<file path="src/rtl/red_pitaya_dac_pkg.sv">
// Shared definitions for the DAC output-conditioning stage.
// The state encoding is also decoded by the register-map readback.
package red_pitaya_dac_pkg;

   typedef enum logic [1:0] {
      OFF       = 2'd0,
      RAMP_UP   = 2'd1,
      TRACK     = 2'd2,
      RAMP_DOWN = 2'd3
   } slew_state_t;

endpackage

</file>
<file path="src/rtl/red_pitaya_dac_slew_if.sv">
// Sample/control bundle between an ASG channel and its slew-limiting output stage.
interface red_pitaya_dac_slew_if #(
   parameter int DW = 14
);
   logic signed [DW-1:0] dat_i;
   logic                 en_i;
   logic        [DW-1:0] set_step_i;
   logic                 set_lim_i;
   logic signed [DW-1:0] dac_o;
   logic                 busy_o;
   logic                 lim_o;
   logic          [1:0]  state_o;

   modport master (
      output dat_i, en_i, set_step_i, set_lim_i,
      input  dac_o, busy_o, lim_o, state_o
   );

   modport slave (
      input  dat_i, en_i, set_step_i, set_lim_i,
      output dac_o, busy_o, lim_o, state_o
   );
endinterface

</file>
<file path="src/rtl/red_pitaya_slew_step.sv">
// One slew-limited move from cur toward tgt; step==0 means an unlimited jump.
module red_pitaya_slew_step #(
   parameter int DW = 14
) (
   input  logic signed [DW-1:0] cur,
   input  logic signed [DW-1:0] tgt,
   input  logic        [DW-1:0] step,
   output logic signed [DW-1:0] next,
   output logic                 catch
);
   logic signed [DW:0] diff;
   logic        [DW:0] mag;
   logic        [DW:0] moved;

   always_comb begin
      // One extra bit keeps a full rail-to-rail difference representable.
      diff  = {tgt[DW-1], tgt} - {cur[DW-1], cur};
      mag   = diff[DW] ? $unsigned(-diff) : $unsigned(diff);
      catch = (step == '0) || (mag <= {1'b0, step});
      moved = diff[DW] ? ({cur[DW-1], cur} - {1'b0, step})
                       : ({cur[DW-1], cur} + {1'b0, step});
      next  = catch ? tgt : $signed(moved[DW-1:0]);
   end
endmodule

</file>
<file path="src/rtl/red_pitaya_dac_slew.sv">
// Per-channel DAC output conditioner: slew-rate limit plus soft ramp on enable/disable.
module red_pitaya_dac_slew
   import red_pitaya_dac_pkg::*;
#(
   parameter int DW = 14
) (
   input  logic                 dac_clk_i,
   input  logic                 dac_rst_i,
   red_pitaya_dac_slew_if.slave bus
);
   slew_state_t          state, state_nxt;
   logic signed [DW-1:0] dac, dac_nxt;
   logic                 lim, lim_nxt;
   logic signed [DW-1:0] tgt, step_next;
   logic                 step_catch;

   assign tgt = (state == RAMP_DOWN) ? '0 : bus.dat_i;

   red_pitaya_slew_step #(.DW(DW)) u_step (
      .cur   (dac),
      .tgt   (tgt),
      .step  (bus.set_step_i),
      .next  (step_next),
      .catch (step_catch)
   );

   always_comb begin
      state_nxt = state;
      dac_nxt   = dac;
      lim_nxt   = lim;
      // An enable change wins over catch and freezes the output for that edge.
      unique case (state)
         OFF: begin
            dac_nxt = '0;
            lim_nxt = 1'b0;
            if (bus.en_i) state_nxt = RAMP_UP;
         end
         RAMP_UP: begin
            if (!bus.en_i) begin
               state_nxt = RAMP_DOWN;
            end else begin
               dac_nxt = step_next;
               lim_nxt = !step_catch;
               if (step_catch) state_nxt = TRACK;
            end
         end
         TRACK: begin
            if (!bus.en_i) begin
               state_nxt = RAMP_DOWN;
            end else if (bus.set_lim_i) begin
               dac_nxt = step_next;
               lim_nxt = !step_catch;
            end else begin
               dac_nxt = bus.dat_i;
               lim_nxt = 1'b0;
            end
         end
         RAMP_DOWN: begin
            if (bus.en_i) begin
               state_nxt = RAMP_UP;
            end else begin
               dac_nxt = step_next;
               lim_nxt = !step_catch;
               if (step_catch) state_nxt = OFF;
            end
         end
         default: state_nxt = OFF;
      endcase
   end

   always_ff @(posedge dac_clk_i or posedge dac_rst_i) begin
      if (dac_rst_i) begin
         state <= OFF;
         dac   <= '0;
         lim   <= 1'b0;
      end else begin
         state <= state_nxt;
         dac   <= dac_nxt;
         lim   <= lim_nxt;
      end
   end

   assign bus.dac_o   = dac;
   assign bus.lim_o   = lim;
   assign bus.busy_o  = (state == RAMP_UP) || (state == RAMP_DOWN);
   assign bus.state_o = state;
endmodule

</file>
<file path="src/flat_wrapper.sv">
// flat-port wrapper written by rule: the top's interface ports become plain ports
module red_pitaya_dac_slew_flat import red_pitaya_dac_pkg::*;
#(
   parameter int DW = 14
)
  (dac_clk_i, dac_rst_i, bus_dat_i, bus_en_i, bus_set_step_i, bus_set_lim_i, bus_dac_o, bus_busy_o, bus_lim_o, bus_state_o);
  red_pitaya_dac_slew_if #(.DW(DW)) bus_i ();
  input  logic dac_clk_i;
  input  logic dac_rst_i;
  input wire logic [$bits(bus_i.dat_i)-1:0] bus_dat_i;
  input wire logic [$bits(bus_i.en_i)-1:0] bus_en_i;
  input wire logic [$bits(bus_i.set_step_i)-1:0] bus_set_step_i;
  input wire logic [$bits(bus_i.set_lim_i)-1:0] bus_set_lim_i;
  output wire logic [$bits(bus_i.dac_o)-1:0] bus_dac_o;
  output wire logic [$bits(bus_i.busy_o)-1:0] bus_busy_o;
  output wire logic [$bits(bus_i.lim_o)-1:0] bus_lim_o;
  output wire logic [$bits(bus_i.state_o)-1:0] bus_state_o;
  assign bus_i.dat_i = bus_dat_i;
  assign bus_i.en_i = bus_en_i;
  assign bus_i.set_step_i = bus_set_step_i;
  assign bus_i.set_lim_i = bus_set_lim_i;
  assign bus_dac_o = bus_i.dac_o;
  assign bus_busy_o = bus_i.busy_o;
  assign bus_lim_o = bus_i.lim_o;
  assign bus_state_o = bus_i.state_o;
  red_pitaya_dac_slew #(.DW(DW)) u_core (.dac_clk_i(dac_clk_i), .dac_rst_i(dac_rst_i), .bus(bus_i));
endmodule
</file>
<file path="config.mk">
export PLATFORM = sky130hd
export DESIGN_NAME = red_pitaya_dac_slew_flat
export DESIGN_NICKNAME = d
export VERILOG_FILES = /design/src/rtl/red_pitaya_dac_pkg.sv /design/src/rtl/red_pitaya_dac_slew_if.sv /design/src/rtl/red_pitaya_slew_step.sv /design/src/rtl/red_pitaya_dac_slew.sv /design/src/flat_wrapper.sv
export SDC_FILE = /design/constraint.sdc
export NUM_CORES = 1
export LEC_CHECK = 0
export ABC_AREA = 1
export ABC_CLOCK_PERIOD_IN_PS = 15000
export BUFFER_PORTS_ARGS = -buffer_cell sky130_fd_sc_hd__buf_2
export CAP_MARGIN = 20
export CORE_MARGIN = 4
export CORE_UTILIZATION = 40
export DETAILED_ROUTE_END_ITERATION = 12
export PLACE_DENSITY = 0.65
export SLEW_MARGIN = 10
export SYNTH_ARGS = -nofsm -noshare
export SYNTH_HDL_FRONTEND = slang
export SYNTH_SLANG_ARGS = --single-unit
</file>
<file path="constraint.sdc">
create_clock -name dac_clk_i -period 15 [get_ports dac_clk_i]
set_clock_uncertainty 0.1 [all_clocks]
set_input_delay 1.5 -clock dac_clk_i [delete_from_list [all_inputs] [get_ports dac_clk_i]]
set_output_delay 1.5 -clock dac_clk_i [all_outputs]
set_load 0.1 [all_outputs]
</file>
Word-level counts from Yosys, hierarchy flattened

Index checks and enable logic that the tools add are counted.

Register bits: 17
Output and inout bits: 18
Memories kept: 0
Memory bits (read-only): 0
Latch bits: 0
RAM bits: 0
Logic and storage cells: 46
Bits of input ports: 32

Muxes and demuxes: 21
Add/sub/neg operators: 4
Bitwise operators: 0
Divide/modulo/power cells: 0
Reduce and logical (&&, ||, !) cells: 7
Magnitude comparators: 1
Multipliers: 0
Equality and inequality tests: 10
Shift operators: 0

Operator list:

| cell                                                   | count |
|---|---|
| 2-to-1 mux 14 bit                                      | 7 |
| one-hot mux 14 bit (4 select lines)                    | 1 |
| less-or-equal comparator 15 x 14 -> 1 bit              | 1 |
| 2-to-1 mux 15 bit                                      | 1 |
| negator 15 bit                                         | 1 |
| subtractor 14 x 14 -> 15 bit                           | 1 |
| adder 14 bit                                           | 1 |
| zero test 14 bit                                       | 1 |
| subtractor 14 bit                                      | 1 |
| 2-to-1 mux 2 bit                                       | 6 |
| inequality test 2 bit (second input constant)          | 5 |
| one-hot mux 2 bit (4 select lines)                     | 1 |
| inequality test 3 x 2 -> 1 bit (second input constant) | 2 |
| == test 2 bit (second input constant)                  | 2 |
| 2-to-1 mux 1 bit                                       | 4 |
| one-hot mux 1 bit (4 select lines)                     | 1 |
| AND reduction 4 bit                                    | 1 |
| AND reduction 3 bit                                    | 1 |
| == test 2 x 1 -> 1 bit (second input constant)         | 1 |
| zero test 2 bit                                        | 1 |
| logical OR 1 bit                                       | 2 |
| zero test 1 bit                                        | 1 |

Longest topological paths before layout

Gate-level depths: netlist (run 1).

Depth in word-level cells: 11
Mapped depth: 38
Gate-level depth less buffers: 36

By module

Synthesis (run 1) repeated with hierarchy kept, for this count alone.

Cell total of the unflattened synthesis: 666
Area, all modules: 3862.5 um^2

By module, submodules not included:

| module               | cells each | seq. area each (um^2) | area each (um^2) | times used |
|---|---|---|---|---|
| red_pitaya_slew_step | 487        | 0.0                   | 2675.1           | 1 |
| red_pitaya_dac_slew  | 179        | 425.4                 | 1187.4           | 1 |

Worst setup path after synthesis (run 1)

Ideal clock, no wire load.

Path kind: input-to-reg
From: input bus_dat_i[0]
To: register u_core.dac[1], in the netlist u_core.bus.dac_o[1]
Library setup time: 0.120 ns
Required time: 14.780 ns
Cell stages on the path: 28
Path slack: 9.658 ns
Arrival: 5.122 ns
Cells stage by stage: nand2_1 -> ha_1 -> fa_1 -> inv_1 -> nand2_1 -> and2_1 -> inv_1 -> nand3_1 -> nor3_1 -> nand3_1 -> nor3_1 -> nand2_1 -> o31ai_1 -> xnor2_1 -> ha_1 -> nand2_1 -> nor2_1 -> nand3_1 -> or4_1 -> o21ai_0 -> nand2_2 -> nand2_4 -> buf_6 -> nand2_1 -> nand3_1 -> nand2_1 -> nand2_1 -> nand2_1

Longest elaborated chain between the ends: 10

Ends and longest elaborated chain:

| item                                      | RTL line                   | text |
|---|---|---|
| from (decl)                               | flat_wrapper.sv:10         | `input wire logic [$bits(bus_i.dat_i)-1:0] bus_dat_i;` |
| 2-to-1 mux 14 bit *                       | red_pitaya_dac_slew.sv:17  | `assign tgt = (state == RAMP_DOWN) ? '0 : bus.dat_i;` |
| subtractor 14 x 14 -> 15 bit *            | red_pitaya_slew_step.sv:17 | `diff = {tgt[DW-1], tgt} - {cur[DW-1], cur};` |
| negator 15 bit                            | red_pitaya_slew_step.sv:18 | `mag = diff[DW] ? $unsigned(-diff) : $unsigned(diff);` |
| 2-to-1 mux 15 bit                         | red_pitaya_slew_step.sv:18 |  |
| less-or-equal comparator 15 x 14 -> 1 bit | red_pitaya_slew_step.sv:19 | `catch = (step == '0) \|\| (mag <= {1'b0, step});` |
| logical OR 1 bit                          | red_pitaya_slew_step.sv:19 |  |
| 2-to-1 mux 14 bit *                       | red_pitaya_slew_step.sv:22 | `next = catch ? tgt : $signed(moved[DW-1:0]);` |
| 2-to-1 mux 14 bit                         | red_pitaya_dac_slew.sv:50  | `end else if (bus.set_lim_i) begin` |
| 2-to-1 mux 14 bit                         | red_pitaya_dac_slew.sv:48  | `if (!bus.en_i) begin` |
| one-hot mux 14 bit (4 select lines) *     | red_pitaya_dac_slew.sv:32  | `unique case (state)` |
| to (signal assigned)                      | red_pitaya_dac_slew.sv:78  | `dac <= dac_nxt;` |
| to (decl)                                 | red_pitaya_dac_slew.sv:12  | `logic signed [DW-1:0] dac, dac_nxt;` |

Mark *: on every way between the ends. The rest lies on a longest branch, timed or not. The select of a mux whose other input is x is not followed.
A chain may end at the register's enable or synchronous reset.

Final worst setup path (run 1)

From: input bus_dat_i[0]
To: register u_core.dac[8], in the netlist u_core.bus.dac_o[8]

Same word-level chain as after synthesis.

==> summary.md, run 1 <==
| Metric | Value |
|---|---|
| Max Root-Sink Buffers | 2 |
| Max-cap violations | 0 |
| Hold depth | 2 |
| Dpl hpwl | 9.79 mm |
| Largest area contributor in the netlist | nand2_1 |
| CP required | about 15 ns |
| Worst R2R End | u_core.bus.dac_o[8]$_DFFE_PP0P_ |
| Max Clk Rate | 0.170 GHz |
| Largest net degree at the start of global routing | 19 |
| Post-route ant nets | 0 |
| 1st-iter DRT viols | 291 |
| Crit end category | flip-flop |
| Ant. Diodes | 0 |
| Crit-path max FO | 18 |
| Async set-or-reset flop fraction in the synthesized netlist | 1.00 |
| Worst r2r src | u_core.bus.state_o[0]$_DFFE_PP0P_ |
| Result of the run | finished, final reports clean |
| CTS tree | done |
| CTS Hold Buffers Added | 0 |
| Area contributors post-synth | nand2_1 21%, ha_1 14%, dfrtp_1 11% |
| Endpoint, Worst Hold | u_core.bus.lim_o$_DFFE_PP0P_ |
| TritonCTS Sinks | 17 |
| Crit path launch type | input pin |
| Average size of a mapped cell | 5.82 µm² |
| Final setup fails | 0 |
| Filler cells | ~1000 |
| RSZ-0062 raised after global routing | false |
| Flop2flop setup slack | 9.23 ns |
| Final wirelength | ~12 mm |
| Initial core utilization | 0.412 |
| Synthesis-to-layout area growth | 10.2% |
| Core footprint | 0.00924 mm² |
| Setup CP Type | in -> reg |
| Final Wtd Congestion | about 0.95 |
| Post-synthesis sequential area ratio | 0.112 |
| Die area | roughly 0.011 mm² |
| Post-synth EDFFs | 0 |
| Worst Reg-to-Reg Cells | 29 |
| Crit path time final | 5.90 ns |
| Final Max Tran Viols | 0 |
| Most frequent cells in the layout | 215 x nand2_1, 99 x inv_1, 53 x nor2_1, 51 x nand3_1, 49 x buf_2 |
| Post-synth top area share | 0.212 |
| Global Route Usage Sum | 0.214 |
| # rows | 35 |
| Via density | about 5.2 |
| Setup_tns | 0 ns |
| Vias in the first global route | 3992 |
| Share of layout cells above drive strength 1 | 0.115 |
| Die width | between 100 and 150 µm |
| Crit share post-route | 0.393 |
| PortBufs | 49 |
| Clock Tree Root | clkbuf_8 |
| Ys Warns | 0 |
| Worst-path clk slew | 0.07 ns |
| Post-route DRC violation count | 0 |
| Initial antenna violation count | 0 |
| Relative slew slack | 0.322 |
| H-tree depth | 1 |
| Synth Cell Area | 0.00381 mm² |
| IO Count | 50 |
| Post-CTS Setup Repair Bufs | 0 |
| Top_reg_cell synth | dfrtp_1 |
| CTS buffer count | 3 |
| Net Count, Synth | 732 |
| Hold Crit Class | reg -> reg |
| Critical Path AT | ~6.0 ns |
| Router iterations before antenna repair | 5 |
| Mapped Cells | 654 |
| Grt total ovfl | 0 |
| Via Count | 4278 |
| First-pass GRT wire length | around 19 mm |
| Fin. Hold Viols | 0 |
| Clock Latency Late Sink | 0.26 ns |
| Most common cell after layout, fill and taps aside | nand2_1 |
| HP Start | u_core.bus.lim_o$_DFFE_PP0P_ |
| Seq cells post-synth | 17 |
| Total of cells resized after clock tree synthesis | 0 |
| Synth unique cells | 39 |
| Slew @ Worst Pin | about 1.0 ns |
| Die height | 106 µm |
| Routed WL per cell | 14.4 µm |
| Nets | 775 |
==> stage by stage <==
step                       util  hold WS (ns)  instance area [µm²]  std cells  worst slack (ns)
after global routing      0.454         0.440                 4200        825              8.60
final                     0.454         0.398                 4200        825              9.10
after CTS                 0.454         0.402                 4200        825              9.15
after floorplan               -         0.892                 3810        654              9.66
after global placement    0.449         0.392                 4150        821              9.05
after detailed placement  0.449         0.385                 4150        821              8.91
==> worst max-delay path, cell delays in order <==
cell and delay (ns):
buf_2 0.10, nand2_1 0.07, ha_1 0.23, fa_1 0.38, inv_1 0.08, nand2_1 0.06
and2_1 0.16, inv_1 0.08, nand3_1 0.10, nor3_1 0.27, nand3_1 0.14, nor3_1 0.22
nand2_1 0.12, o31ai_1 0.25, xnor2_1 0.10, ha_1 0.30, nand2_1 0.09, nor2_1 0.10
nand3_1 0.09, or4_1 0.53, o21ai_0 0.13, nand2_2 0.20, nand2_4 0.24, o21ai_0 0.14
nand2_1 0.09, nand2_1 0.05, nand2_1 0.05, nand2_1 0.05
==> state kept, by name (all words and copies together) (netlist names) <==
register,count
u_core.bus.lim_o,1
u_core.bus.dac_o,14
u_core.bus.state_o,2
==> cell usage after synthesis (4+ instances only) <==
cell type  count
nand2_4        4
xor2_1        31
nand3_1       51
a31oi_1        4
clkbuf_1       5
a21oi_1       27
nor2_2         4
o31ai_1        5
ha_1          44
nor3_1        10
nand2_2        7
nand4_1       15
dfrtp_1       17
xnor2_1        4
o21ai_0       16
inv_1         99
nor2_1        53
inv_2          7
nand2_1      215
==> per-layer routing <==
| layer | global-route usage | routed length (µm) | share of wire | vias to the layer above |
|---|---|---|---|---|
| met3 | 0.0282 | 982 | 0.083 | 14 |
| met4 | 0.0370 | 166 | 0.014 | 0 |
| met2 | 0.357 | 5230 | 0.44 | 153 |
| met1 | 0.298 | 5480 | 0.46 | 1934 |
| li1 | - | - | - | 2177 |
| met5 | 0 | 0 | 0 | - |
==> kinds of logic (layout without fill, tap and decap cells) <==
group	Yosys count	count (layout)	synth area share
compound gates	69	69	0.107
flops	17	17	0.112
xor+xnor	35	35	0.0805
simple gates	370	370	0.424
buf+inv	117	159	0.121
fa+ha+maj	46	46	0.155
==> worst max-delay path by stage <==
stage                                             end         start  cells past startpoint
floorplan             u_core.bus.dac_o[1]$_DFFE_PP0P_  bus_dat_i[0]                     28
global placement      u_core.bus.dac_o[8]$_DFFE_PP0P_  bus_dat_i[0]                     28
detailed placement  u_core.bus.state_o[1]$_DFFE_PP0P_  bus_dat_i[0]                     28
CTS                 u_core.bus.state_o[1]$_DFFE_PP0P_  bus_dat_i[0]                     29
global route          u_core.bus.dac_o[8]$_DFFE_PP0P_  bus_dat_i[1]                     29
finish                u_core.bus.dac_o[8]$_DFFE_PP0P_  bus_dat_i[0]                     28
==> final cells by class <==
| cell class | count | area (µm²) | area share |
|---|---|---|---|
| sequential | 17 | 425 | 0.101 |
| tap | 129 | 161 | 0.0385 |
| clock buffer | 4 | 45.0 | 0.0107 |
| multi-input combinational | 520 | 2920 | 0.696 |
| timing repair buffer | 49 | 245 | 0.0584 |
| inverter | 106 | 398 | 0.0948 |
Power of run 1 is not shown: default switching activity piles up to over one toggle a cycle in this logic, so the estimate is an artifact.
==> run 2: changes to the inputs <==
--- a/config.mk
+++ b/config.mk
@@ -6,7 +6,7 @@
 export NUM_CORES = 1
 export LEC_CHECK = 0
 export ABC_AREA = 1
-export ABC_CLOCK_PERIOD_IN_PS = 15000
+export ABC_CLOCK_PERIOD_IN_PS = 5600
 export BUFFER_PORTS_ARGS = -buffer_cell sky130_fd_sc_hd__buf_2
 export CAP_MARGIN = 20
 export CORE_MARGIN = 4
==> constraint.sdc (replaced) <==
create_clock -name dac_clk_i -period 5.6 [get_ports dac_clk_i]
set_clock_uncertainty 0.1 [all_clocks]
set_input_delay 0.56 -clock dac_clk_i [delete_from_list [all_inputs] [get_ports dac_clk_i]]
set_output_delay 0.56 -clock dac_clk_i [all_outputs]
set_load 0.1 [all_outputs]
==> run 2 against run 1 <==
Sequential share of layout area down 0.13 points; count of clock-buffer cells in the layout unchanged; register-to-register slack worse by 8.7 ns; wire length down 2.3%; critical path depth up 5; global-route usage down 0.89 points; first-iteration DRC count up 1.4%; die area unchanged; design area up 1.3%; core utilization up 0.61 points.
==> summary.md, run 2 (same netlist as run 1, synthesis figures left out) <==
| Metric | Value |
|---|---|
| Setup CP Type | reg -> reg |
| Dpl hpwl | 9.72 mm (-0.69%) |
| Initial antenna violation count | 0 (unchanged) |
| Cell family with most CP delay | simple AND/OR/NAND/NOR gates |
| Crit path time final | 5.06 ns |
| Synthesis-to-layout area growth | 11.7% |
| Initial core utilization | 0.412 (unchanged) |
| Crit end category | flip-flop |
| Via density | 5.12 (-1.2%) |
| Hold Crit Class | in -> async |
| CP max stage cell | dfrtp_1 |
| Final Wtd Congestion | 0.952 (-0.29%) |
| Crit-path max FO | 12 (-6) |
| Final setup fails | 0 (unchanged) |
| Relative slew slack | 0.318 (-0.00382) |
| Die width | 106 µm (unchanged) |
| Via Count | 4251 (-0.63%) |
| First-pass GRT wire length | 18.7 mm (-3.8%) |
| Vias in the first global route | 3995 (+0.075%) |
| Max Root-Sink Buffers | 2 (unchanged) |
| Post-route DRC violation count | 0 (unchanged) |
| Global Route Usage Sum | 0.205 (-0.00885) |
| Ant. Diodes | 0 (unchanged) |
| Most common cell after layout, fill and taps aside | nand2_1 |
| Nets | 780 (+0.65%) |
| Share of layout cells above drive strength 1 | 0.124 (+0.00917) |
| Die area | 0.0111 mm² (unchanged) |
| Crit path launch type | flip-flop |
| Slew @ Worst Pin | 1.02 ns (+0.00571 ns) |
| Final core occ | 0.460 (+0.00609) |
| Crit-path most repeated cell | nand2_1 |
| 1st-iter DRT viols | 295 (+1.4%) |
| TritonCTS Sinks | 17 (unchanged) |
| Worst-path clk slew | 0.07 ns (about the same) |
| CP required | 5.66 ns (-9.39 ns) |
| Largest net degree at the start of global routing | 19 (unchanged) |
| Setup_tns | 0 ns (unchanged) |
| Clock Tree Root | clkbuf_8 |
| CTS buffer count | 3 (unchanged) |
| Result of the run | finished, final reports clean |
| Routed WL per cell | 14.0 µm (-2.9%) |
| WP buf/inv | 5 (+2) |
| Critical Path AT | 5.12 ns (-0.83 ns) |
| CTS tree | done |
| Fin. Hold Viols | 0 (unchanged) |
| Die height | 106 µm (unchanged) |
| PortBufs | 49 (unchanged) |
| Clock Latency Late Sink | 0.26 ns (about the same) |
| Max FFs per register | 14 (unchanged) |
| H-tree depth | 1 (unchanged) |
| Final wirelength | 11.6 mm (-2.3%) |
| Final Max Tran Viols | 0 (unchanged) |
| # rows | 35 (unchanged) |
| Most frequent cells in the layout | 215 x nand2_1, 99 x inv_1, 53 x nor2_1, 51 x nand3_1, 49 x buf_2 |
| Router iterations before antenna repair | 5 (unchanged) |
| Post-route ant nets | 0 (unchanged) |
| Grt total ovfl | 0 (unchanged) |
| Max Clk Rate | 0.198 GHz |
| Max-cap violations | 0 (unchanged) |
| Core footprint | 0.00924 mm² (unchanged) |
| CP peak stage delay | 0.43 ns (-0.10 ns) |
| IO Count | 50 (unchanged) |
| Crit share post-route | 0.904 |
run 2: cell count changes in the layout (fill, tap and decap cells not counted):
cell / previous run / this run
nor3_2: 0 / 2
nand2_4: 4 / 3
buf_4: 0 / 5
nand2_8: 0 / 1
nor3_1: 10 / 8
run 2: area by class of cell:
| class | instances | area, µm² |
|---|---|---|
| sequential | 17 | 425 |
| inverter | 106 | 398 |
| timing repair buffer | 54 | 283 |
| multi-input combinational | 520 | 2940 |
| fill | 991 | 4990 |
| clock buffer | 4 | 45.0 |
| tap | 129 | 161 |
run 2: stage by stage:
step | hold slack (ns) | worst slack [ns] | area (µm²) | instances
global route | 0.371 | -0.0211 | 4250 | 830
floorplan | 0.386 | 0.320 | 3810 | 654
CTS | 0.338 | 0.439 | 4220 | 828
global placement | 0.387 | 0.605 | 4170 | 824
finish | 0.313 | 0.540 | 4250 | 830
detailed placement | 0.388 | 0.472 | 4170 | 824
run 2: what timing repair did:
action	CTS	global route
hold buffers	0	0
resized for setup	0	3
buffers inserted	0	2
endpoints found under the hold margin	0	0
endpoints found under the setup margin	0	16
run 2: path summary, 6_finish.rpt:
kind	startpoint	end	slack (ns)	cells past startpoint
max in group asynchronous	dac_rst_i	u_core.bus.dac_o[13]$_DFFE_PP0P_	4.63	2
worst max-delay path	u_core.bus.state_o[0]$_DFFE_PP0P_	u_core.bus.dac_o[9]$_DFFE_PP0P_	0.54	33
worst min register to register	u_core.bus.lim_o$_DFFE_PP0P_	u_core.bus.lim_o$_DFFE_PP0P_	0.40	2
worst max register to register	u_core.bus.state_o[0]$_DFFE_PP0P_	u_core.bus.dac_o[9]$_DFFE_PP0P_	0.54	33
min in group dac_clk_i	u_core.bus.lim_o$_DFFE_PP0P_	u_core.bus.lim_o$_DFFE_PP0P_	0.40	2
worst min-delay path	dac_rst_i	u_core.bus.dac_o[10]$_DFFE_PP0P_	0.31	2
run 2: per-layer routing:
layer / GRT usage / routed length [µm] / up-vias
li1: - / - / 2187
met4: 0.0352 / 180 / 0
met5: 0 / 0 / -
met1: 0.280 / 5330 / 1902
met2: 0.354 / 5250 / 143
met3: 0.0208 / 822 / 19
Power of run 2 is left out for the same reason.
